[config.mk]
export PLATFORM = sky130hd
export DESIGN_NAME = seg_scan_driver
export DESIGN_NICKNAME = d
export VERILOG_FILES = /design/src/rtl/seg_scan_driver.sv
export SDC_FILE = /design/constraint.sdc
export NUM_CORES = 1
export LEC_CHECK = 0
export CELL_PAD_IN_SITES_DETAIL_PLACEMENT = 0
export CELL_PAD_IN_SITES_GLOBAL_PLACEMENT = 1
export CORE_MARGIN = 2
export CORE_UTILIZATION = 58
export CTS_BUF_LIST = sky130_fd_sc_hd__clkbuf_8
export DETAILED_ROUTE_END_ITERATION = 6
export DONT_BUFFER_PORTS = 1
export PLACE_DENSITY_LB_ADDON = 0.12
export SYNTH_ARGS = -nofsm -noshare
export SYNTH_HDL_FRONTEND = slang
export SYNTH_SLANG_ARGS = --single-unit
[constraint.sdc]
create_clock -name clk -period 4.4 [get_ports clk]
set_input_delay 1.1 -clock clk [delete_from_list [all_inputs] [get_ports clk]]
set_output_delay 1.1 -clock clk [all_outputs]
set_load 0.03 [all_outputs]
[src/rtl/seg_scan_driver.sv]
`default_nettype none
// ============================================================================
// Module      : seg_scan_driver
// Description : Time-multiplexed N-digit seven-segment driver. Scans one digit
//               per refresh slot, decodes hex nibbles to active-low segments
//               {a,b,c,d,e,f,g,dp}, and double-buffers display data so new
//               values appear only at frame boundaries.
//               Optional macro SEG_SCAN_LEADING_ZERO_BLANK_EN enables
//               leading-zero suppression.
// Revision    : 1.0 - initial release
// ============================================================================
module seg_scan_driver #(
  parameter int N_DIGITS    = 8,
  parameter int REFRESH_DIV = 100000,
  parameter int GUARD       = 2
) (
  input  logic                  clk,
  input  logic                  rst_n,
  input  logic                  en,
  input  logic                  load,
  input  logic [4*N_DIGITS-1:0] data,
  input  logic [N_DIGITS-1:0]   dp,
  input  logic [N_DIGITS-1:0]   blank,
  output logic [7:0]            seg,
  output logic [N_DIGITS-1:0]   an,
  output logic                  frame
);

  localparam int PW = (REFRESH_DIV > 1) ? $clog2(REFRESH_DIV) : 1;
  localparam int IW = (N_DIGITS > 1) ? $clog2(N_DIGITS) : 1;
  localparam logic [PW-1:0] C_PRESC_LAST = PW'(REFRESH_DIV - 1);
  localparam logic [IW-1:0] C_IDX_LAST   = IW'(N_DIGITS - 1);
  localparam logic [PW-1:0] C_GUARD      = PW'(GUARD);

  logic [PW-1:0]           presc_q, presc_d;
  logic [IW-1:0]           idx_q, idx_d;
  logic [4*N_DIGITS-1:0]   pend_data_q, pend_data_d, act_data_q, act_data_d;
  logic [N_DIGITS-1:0]     pend_dp_q, pend_dp_d, act_dp_q, act_dp_d;
  logic [N_DIGITS-1:0]     pend_blank_q, pend_blank_d, act_blank_q, act_blank_d;
  logic                    pend_flag_q, pend_flag_d;
  logic [7:0]              seg_q, seg_d;
  logic [N_DIGITS-1:0]     an_q, an_d;

  logic                    w_tick, w_wrap;
  logic [3:0]              w_nib;
  logic                    w_dp, w_blank, w_sup;
  logic [N_DIGITS-1:0]     w_sel_n;
  logic [N_DIGITS-1:0]     w_sup_vec;

  // Hex nibble to active-low {a,b,c,d,e,f,g}
  function automatic logic [6:0] hex7(input logic [3:0] n);
    case (n)
      4'h0: hex7 = 7'b0000001;
      4'h1: hex7 = 7'b1001111;
      4'h2: hex7 = 7'b0010010;
      4'h3: hex7 = 7'b0000110;
      4'h4: hex7 = 7'b1001100;
      4'h5: hex7 = 7'b0100100;
      4'h6: hex7 = 7'b0100000;
      4'h7: hex7 = 7'b0001101;
      4'h8: hex7 = 7'b0000000;
      4'h9: hex7 = 7'b0000100;
      4'hA: hex7 = 7'b0001000;
      4'hB: hex7 = 7'b1100000;
      4'hC: hex7 = 7'b0110001;
      4'hD: hex7 = 7'b1000010;
      4'hE: hex7 = 7'b0110000;
      default: hex7 = 7'b0111000;
    endcase
  endfunction

  assign w_tick = (presc_q == C_PRESC_LAST);
  // Wrap happens only while scanning; this is also the frame pulse.
  assign w_wrap = en && w_tick && (idx_q == C_IDX_LAST);
  assign frame  = w_wrap;
  assign seg    = seg_q;
  assign an     = an_q;

`ifdef SEG_SCAN_LEADING_ZERO_BLANK_EN
  // w_lz_above[i]: every digit more significant than i is zero or blanked.
  logic [N_DIGITS-1:0] w_lz_above;
  assign w_lz_above[N_DIGITS-1] = 1'b1;
  for (genvar g = 0; g < N_DIGITS; g++) begin : g_lz
    if (g < N_DIGITS - 1) begin : g_chain
      assign w_lz_above[g] = w_lz_above[g+1] &
                             ((act_data_q[4*(g+1) +: 4] == 4'h0) | act_blank_q[g+1]);
    end
    assign w_sup_vec[g] = (g != 0) && (act_data_q[4*g +: 4] == 4'h0) && w_lz_above[g];
  end
`else
  assign w_sup_vec = '0;
`endif

  // Select the active data of the digit currently being scanned
  always_comb begin
    w_nib   = 4'h0;
    w_dp    = 1'b0;
    w_blank = 1'b1;
    w_sup   = 1'b0;
    w_sel_n = '1;
    for (int i = 0; i < N_DIGITS; i++) begin
      if (idx_q == IW'(i)) begin
        w_nib      = act_data_q[4*i +: 4];
        w_dp       = act_dp_q[i];
        w_blank    = act_blank_q[i];
        w_sup      = w_sup_vec[i];
        w_sel_n[i] = 1'b0;
      end
    end
  end

  // Prescaler and digit index; EN low holds the scan at digit 0, count 0
  always_comb begin
    presc_d = presc_q;
    idx_d   = idx_q;
    if (!en) begin
      presc_d = '0;
      idx_d   = '0;
    end else if (w_tick) begin
      presc_d = '0;
      idx_d   = (idx_q == C_IDX_LAST) ? '0 : idx_q + 1'b1;
    end else begin
      presc_d = presc_q + 1'b1;
    end
  end

  // Double buffer: LOAD fills pending, wrap promotes it; LOAD on wrap bypasses
  always_comb begin
    pend_data_d  = pend_data_q;
    pend_dp_d    = pend_dp_q;
    pend_blank_d = pend_blank_q;
    pend_flag_d  = pend_flag_q;
    act_data_d   = act_data_q;
    act_dp_d     = act_dp_q;
    act_blank_d  = act_blank_q;
    if (load) begin
      pend_data_d  = data;
      pend_dp_d    = dp;
      pend_blank_d = blank;
      pend_flag_d  = 1'b1;
    end
    if (w_wrap) begin
      if (load) begin
        act_data_d  = data;
        act_dp_d    = dp;
        act_blank_d = blank;
        pend_flag_d = 1'b0;
      end else if (pend_flag_q) begin
        act_data_d  = pend_data_q;
        act_dp_d    = pend_dp_q;
        act_blank_d = pend_blank_q;
        pend_flag_d = 1'b0;
      end
    end
  end

  // Next segment/anode pattern; dark during guard, blank, or disabled scan
  always_comb begin
    seg_d = 8'hFF;
    an_d  = '1;
    if (en && (presc_q >= C_GUARD) && !w_blank) begin
      if (!w_sup) begin
        seg_d = {hex7(w_nib), ~w_dp};
        an_d  = w_sel_n;
      end else if (w_dp) begin
        // Suppressed zero keeps its decimal point visible
        seg_d = 8'hFE;
        an_d  = w_sel_n;
      end
    end
  end

  // State and registered outputs
  always_ff @(posedge clk or negedge rst_n) begin
    if (!rst_n) begin
      presc_q      <= '0;
      idx_q        <= '0;
      pend_data_q  <= '0;
      pend_dp_q    <= '0;
      pend_blank_q <= '1;
      pend_flag_q  <= 1'b0;
      act_data_q   <= '0;
      act_dp_q     <= '0;
      act_blank_q  <= '1;
      seg_q        <= 8'hFF;
      an_q         <= '1;
    end else begin
      presc_q      <= presc_d;
      idx_q        <= idx_d;
      pend_data_q  <= pend_data_d;
      pend_dp_q    <= pend_dp_d;
      pend_blank_q <= pend_blank_d;
      pend_flag_q  <= pend_flag_d;
      act_data_q   <= act_data_d;
      act_dp_q     <= act_dp_d;
      act_blank_q  <= act_blank_d;
      seg_q        <= seg_d;
      an_q         <= an_d;
    end
  end

endmodule
`default_nettype wire

# ---- After elaboration in Yosys (flattened, before gate mapping)
# Memories as Yosys holds them, arrays and structs flattened.
# Cells that the tools add are included.
# Widths: inputs -> output; s select.
dict set report totals {
  ff_bits 133
  romBits 112
  output_inout_bits 17
  word_cells 82
  mem_count 1
}
# name words width rd rd_ports_with_merged_regs wr line
set memory_table {}
lappend memory_table {{(name not given)} 16 7 1 0 0 52} ;# case (n)
dict set report op_classes {
  addsub 2
  order_cmp 1
  eq_ne 9
  muxes 49
  n_bitwise 1
  n_reduce_logical 8
}
# cell n
set ops {}
lappend ops {{$mux 32} 2}
lappend ops {{$mux 8} 6}
lappend ops {{$mux 17} 2}
lappend ops {{$mux 4} 8}
lappend ops {{$mux 1} 28}
lappend ops {{$add 17x1->17 const B} 1}
lappend ops {{$eq 17x17->1 const B} 1}
lappend ops {{$ge 17x2->1 const B} 1}
lappend ops {{$eq 3x3->1 const B} 4}
lappend ops {{$mux 3} 3}
lappend ops {{$eq 3x2->1 const B} 2}
lappend ops {{$logic_and 1x1->1} 4}
lappend ops {{$add 3x1->3 const B} 1}
lappend ops {{$eq 3x1->1 const B} 1}
lappend ops {{$logic_not 3->1} 1}
lappend ops {{$ne 2x1->1 const B} 1}
lappend ops {{$reduce_and 2->1} 1}
lappend ops {{$reduce_bool 2->1} 1}
lappend ops {{$logic_not 1->1} 1}
lappend ops {{$not 1->1} 1}

# ---- Longest topological paths before layout
dict set report logic_depth {
  word_depth 12
  depth_mapped 13
}

# ---- Least setup slack after synthesis
# OpenSTA, ideal clock, no wires.
dict set report synth_timing {
  path_type {flip-flop to output port}
  startpoint {register presc_q[1]}
  endpoint {output port frame}
  arrival_ns 1.649
  required_ns 3.300
  slack_ns 1.651
  path_stages_with_launch 7
  n_path_buf 0
  path_cell_list {dfrtp_1 > ha_1 > inv_1 > nor2_4 > nand2_2 > nor4_4 > and3_1}
}
dict set report synth_between {
  elab_chain_len 3
}
# item line
set synth_rtl {}
lappend synth_rtl {{start: declaration} 35} ;# logic [PW-1:0] presc_q, presc_d;
lappend synth_rtl {{start signal: assignment} 188} ;# presc_q <= presc_d;
lappend synth_rtl {{$eq 17x17->1} 72} ;# assign w_tick = (presc_q == C_PRESC_LAST);
lappend synth_rtl {{$logic_and 1x1->1 (2 in series)} 74} ;# assign w_wrap = en && w_tick && (idx_q == C_IDX_LAST);
lappend synth_rtl {{end: declaration} 26} ;# output logic frame
# No other way between the ends.

# ---- Worst setup path in the final report
dict set report layout_timing {
  startpoint {register idx_q[2]}
  endpoint {register seg_q[4], in the netlist seg[4]}
}
dict set report layout_between {
  elab_chain_len 12
  elab_cells_between_ends 28
}
# item line
set layout_rtl {}
lappend layout_rtl {{start: declaration} 36} ;# logic [IW-1:0] idx_q, idx_d;
lappend layout_rtl {{start signal: assignment} 189} ;# idx_q <= idx_d;
lappend layout_rtl {{parallel branches: the longest is 11 deep, another holds $mem_v2 16x7} --}
lappend layout_rtl {{$mux 8 (*)} 161} ;# if (en && (presc_q >= C_GUARD) && !w_blank) begin
lappend layout_rtl {{net seg_d[4]} 41} ;# logic [7:0] seg_q, seg_d;
lappend layout_rtl {{end signal: assignment} 197} ;# seg_q <= seg_d;
lappend layout_rtl {{end: declaration} 41}
# Mark *: on every way through the listed nets, which the timed path passes.
# A chain may end at the register's enable or synchronous reset.

==> impl_metrics.csv <==
group,metric,value,unit
setup_path,worst-setup-path-type,"reg -> reg",
routing,ant_nets,0,
grt,grt_usage,21.4,%
yosys,syn_area_per_cell,12.8,µm²
final_layout,area_delta_synth_final,9.19,%
sta,fin_ws,0.639,ns
clocking,ctsResizeCount,0,
final_layout,nets,536,
yosys,synth_cells,472,
grt,grt_pass1_wl,18500,µm
clocking,root_buffer,"clkbuf_8",
final_layout,final_cell_mix,"101 x dfrtp_1, 77 x mux2_2, 35 x nand2_1",
setup_path,cp-end-kind,"flip-flop",
clocking,clk_latency,0.44,ns
setup_path,crit_slowest_cell,"dfrtp_1",
sta,finalSetupTns,0,ns
final_layout,diodes,0,
routing,remaining_drc_errors,0,
clocking,hold_buffers,0,
sta,tightestPinTransition,0.892,ns
yosys,synth_seq_cells,133,
clocking,post_cts_buffers,0,
grt,grt_max_degree,134,
clocking,cts.sinks,133,
final_layout,final_cell_area,6580,µm²
floorplanning,die_area,11200,µm²
placement,postPlaceCellArea,6080,µm²
yosys,synth_edf_count,0,
sta,fin_skew,0.00847,ns
yosys,synth-main-ff-cell,"dfrtp_1",
routing,viasPerCell,5.57,
routing,firstDrtPassIters,4,
routing,vias,3455,
power_and_ir_drop,p_leak,2.86,nW
sta,rsz0062_at_grt,"no",
floorplanning,start_util,59.2,%
final_layout,fin_util,64.6,%
placement,port-buffer-count,0,
placement,gp_congestion,0.808,
final_layout,drive_gt1_share,35.1,%
yosys,syn_area,6030,µm²
yosys,ys_seq_area_share,55.9,%
clocking,cts_htree_levels,4,
floorplanning,ios,69,
floorplanning,die-width,106,µm
floorplanning,coreArea,10200,µm²
floorplanning,core.rowCount,37,
min_path,hp-class,"in -> async",
yosys,ys_types,55,
sta,relSlewSlack,40.5,%
power_and_ir_drop,ir_worst_vdd,0.241,mV
placement,hpwl,7380,µm
sta,max_freq,266,MHz
placement,pre_cts_ws,0.752,ns
power_and_ir_drop,powerDensity,404,nW/µm²
setup_path,cp_slowest_stage_delay,0.68,ns
sta,finalSetupViolations,0,
routing,avgRoutedWirePerCell,17.9,µm
sta,slew_viol_final,0,
yosys,yosys_warnings,0,
setup_path,worstPathMaxFanout,17,
setup_path,cp.arrival,4.12,ns
final_layout,mostFrequentLayoutCell,"dfrtp_1",
clocking,cts_tree,"yes",
setup_path,cp-start-kind,"flip-flop",
sta,fin_crit,3.76,ns
clocking,clkTransAtPathRegs,0.07,ns
grt,grt_pass1_vias,3508,
grt,antenna_found_initial,0,
status,status,"finished, final reports clean",
yosys,synth_nets,537,
setup_path,cp_data_required_time,4.76,ns
clocking,numCtsBuffers,17,
floorplanning,die_y,106,µm
yosys,async_flop_share,100,%
routing,first_iter_violations,142,
clocking,clockBufferDepth,2,
sta,finalHoldViolCount,0,
setup_path,worstPathCellList,"clkinv_1 > ha_1 > or2_2 > o311ai_0 > a21oi_1 > a21oi_1 > inv_1 > ha_1 > mux2i_1 > a22o_1 > nand2_1",
sta,fin_crit_sh,85.5,%
run,drv_cap,0,
grt,grt_overflow,0,
routing,drt_wl_total,11100,µm
==> report_power, final <==
group	switching [mW]	leakage (nW)	total [mW]	internal, mW
Clock	0.468	0.249	1.25	0.778
Combinational	0.0433	0.962	0.0943	0.0510
Sequential	0.0328	1.65	1.32	1.29
Total	0.544	2.86	2.66	2.12
==> area by class of cell <==
cell class / instances / area (µm²)
Multi-Input combinational cell: 298 / 2450
Inverter: 19 / 71.3
Fill cell: 774 / 3600
Clock inverter: 12 / 224
Sequential cell: 133 / 3370
Timing Repair Buffer: 2 / 27.5
Clock buffer: 20 / 275
Tap cell: 136 / 170
==> worst max-delay path: cells and delay by family, from the launching register on <==
family	cells	cell delay, ns
fa+ha+maj	2	0.73
mux	1	0.16
compound gates	4	1.18
flops	1	0.68
simple gates	2	0.44
buf+inv	2	0.50
==> through the flow <==
stage | total power [mW] | cells | hold slack, ns
final | 2.66 | 620 | 0.356
after CTS | 2.69 | 620 | 0.330
after detailed placement | 1.44 | 588 | 0.467
after global routing | 2.76 | 620 | 0.323
after global placement | 1.44 | 588 | 0.459
after floorplan | 1.42 | 472 | 0.431
==> routing by layer <==
layer	share of wire (%)	GRT usage [%]
met1	48	30.4
met2	46	31.8
met3	4.6	5.58
met4	1.4	8.46
met5	0	0
==> state kept, by name, summed over array words and instances (netlist names) <==
name / flops
act_blank_q: 8
act_data_q: 32
act_dp_q: 8
an: 8
idx_q: 3
pend_blank_q: 8
pend_data_q: 32
pend_dp_q: 8
pend_flag_q: 1
presc_q: 17
seg: 8
==> logic make-up after synthesis <==
| kind of cell | after synthesis | synth area share [%] |
|---|---|---|
| and+or+nand+nor | 111 | 9.19 |
| AOI/OAI and AO/OA | 60 | 6.81 |
| xor gates and xnor gates | 15 | 2.18 |
| buffers and inverters | 41 | 3.55 |
| muxes | 99 | 19.7 |
| DFF | 133 | 55.9 |
| adders and majority gates | 13 | 2.70 |
==> path summary, 6_finish.rpt <==
| kind | startpoint | end | slack [ns] | cells past startpoint |
|---|---|---|---|---|
| worst max register to register | idx_q[2] | seg[4] | 0.64 | 11 |
| worst min-delay path | rst_n | pend_data_q[8] | 0.36 | 0 |
| max in group asynchronous | rst_n | act_blank_q[1] | 3.75 | 0 |
| worst max-delay path | idx_q[2] | seg[4] | 0.64 | 11 |
| worst min register to register | pend_data_q[4] | pend_data_q[4] | 0.50 | 1 |
| min in group clk | pend_data_q[4] | pend_data_q[4] | 0.50 | 1 |
==> cell usage after synthesis, drive strengths merged (3+ instances only) <==
cell / instances / area (µm²)
a21oi: 17 / 85.1
a221oi: 6 / 52.6
and2: 4 / 25.0
and3: 4 / 25.0
buf: 14 / 113
clkbuf: 8 / 30.0
dfrtp: 101 / 2530
dfstp: 32 / 841
ha: 13 / 163
inv: 18 / 67.6
mux2: 97 / 1170
nand2: 36 / 138
nand2b: 3 / 18.8
nand3: 10 / 55.1
nand4: 3 / 18.8
nor2: 29 / 116
nor2b: 6 / 37.5
nor4: 4 / 40.0
o211ai: 5 / 37.5
o21ai: 9 / 45.0
or3: 4 / 25.0
xnor2: 5 / 43.8
xor2: 10 / 87.6
No activity file was read; power rests on OpenSTA's default activity.
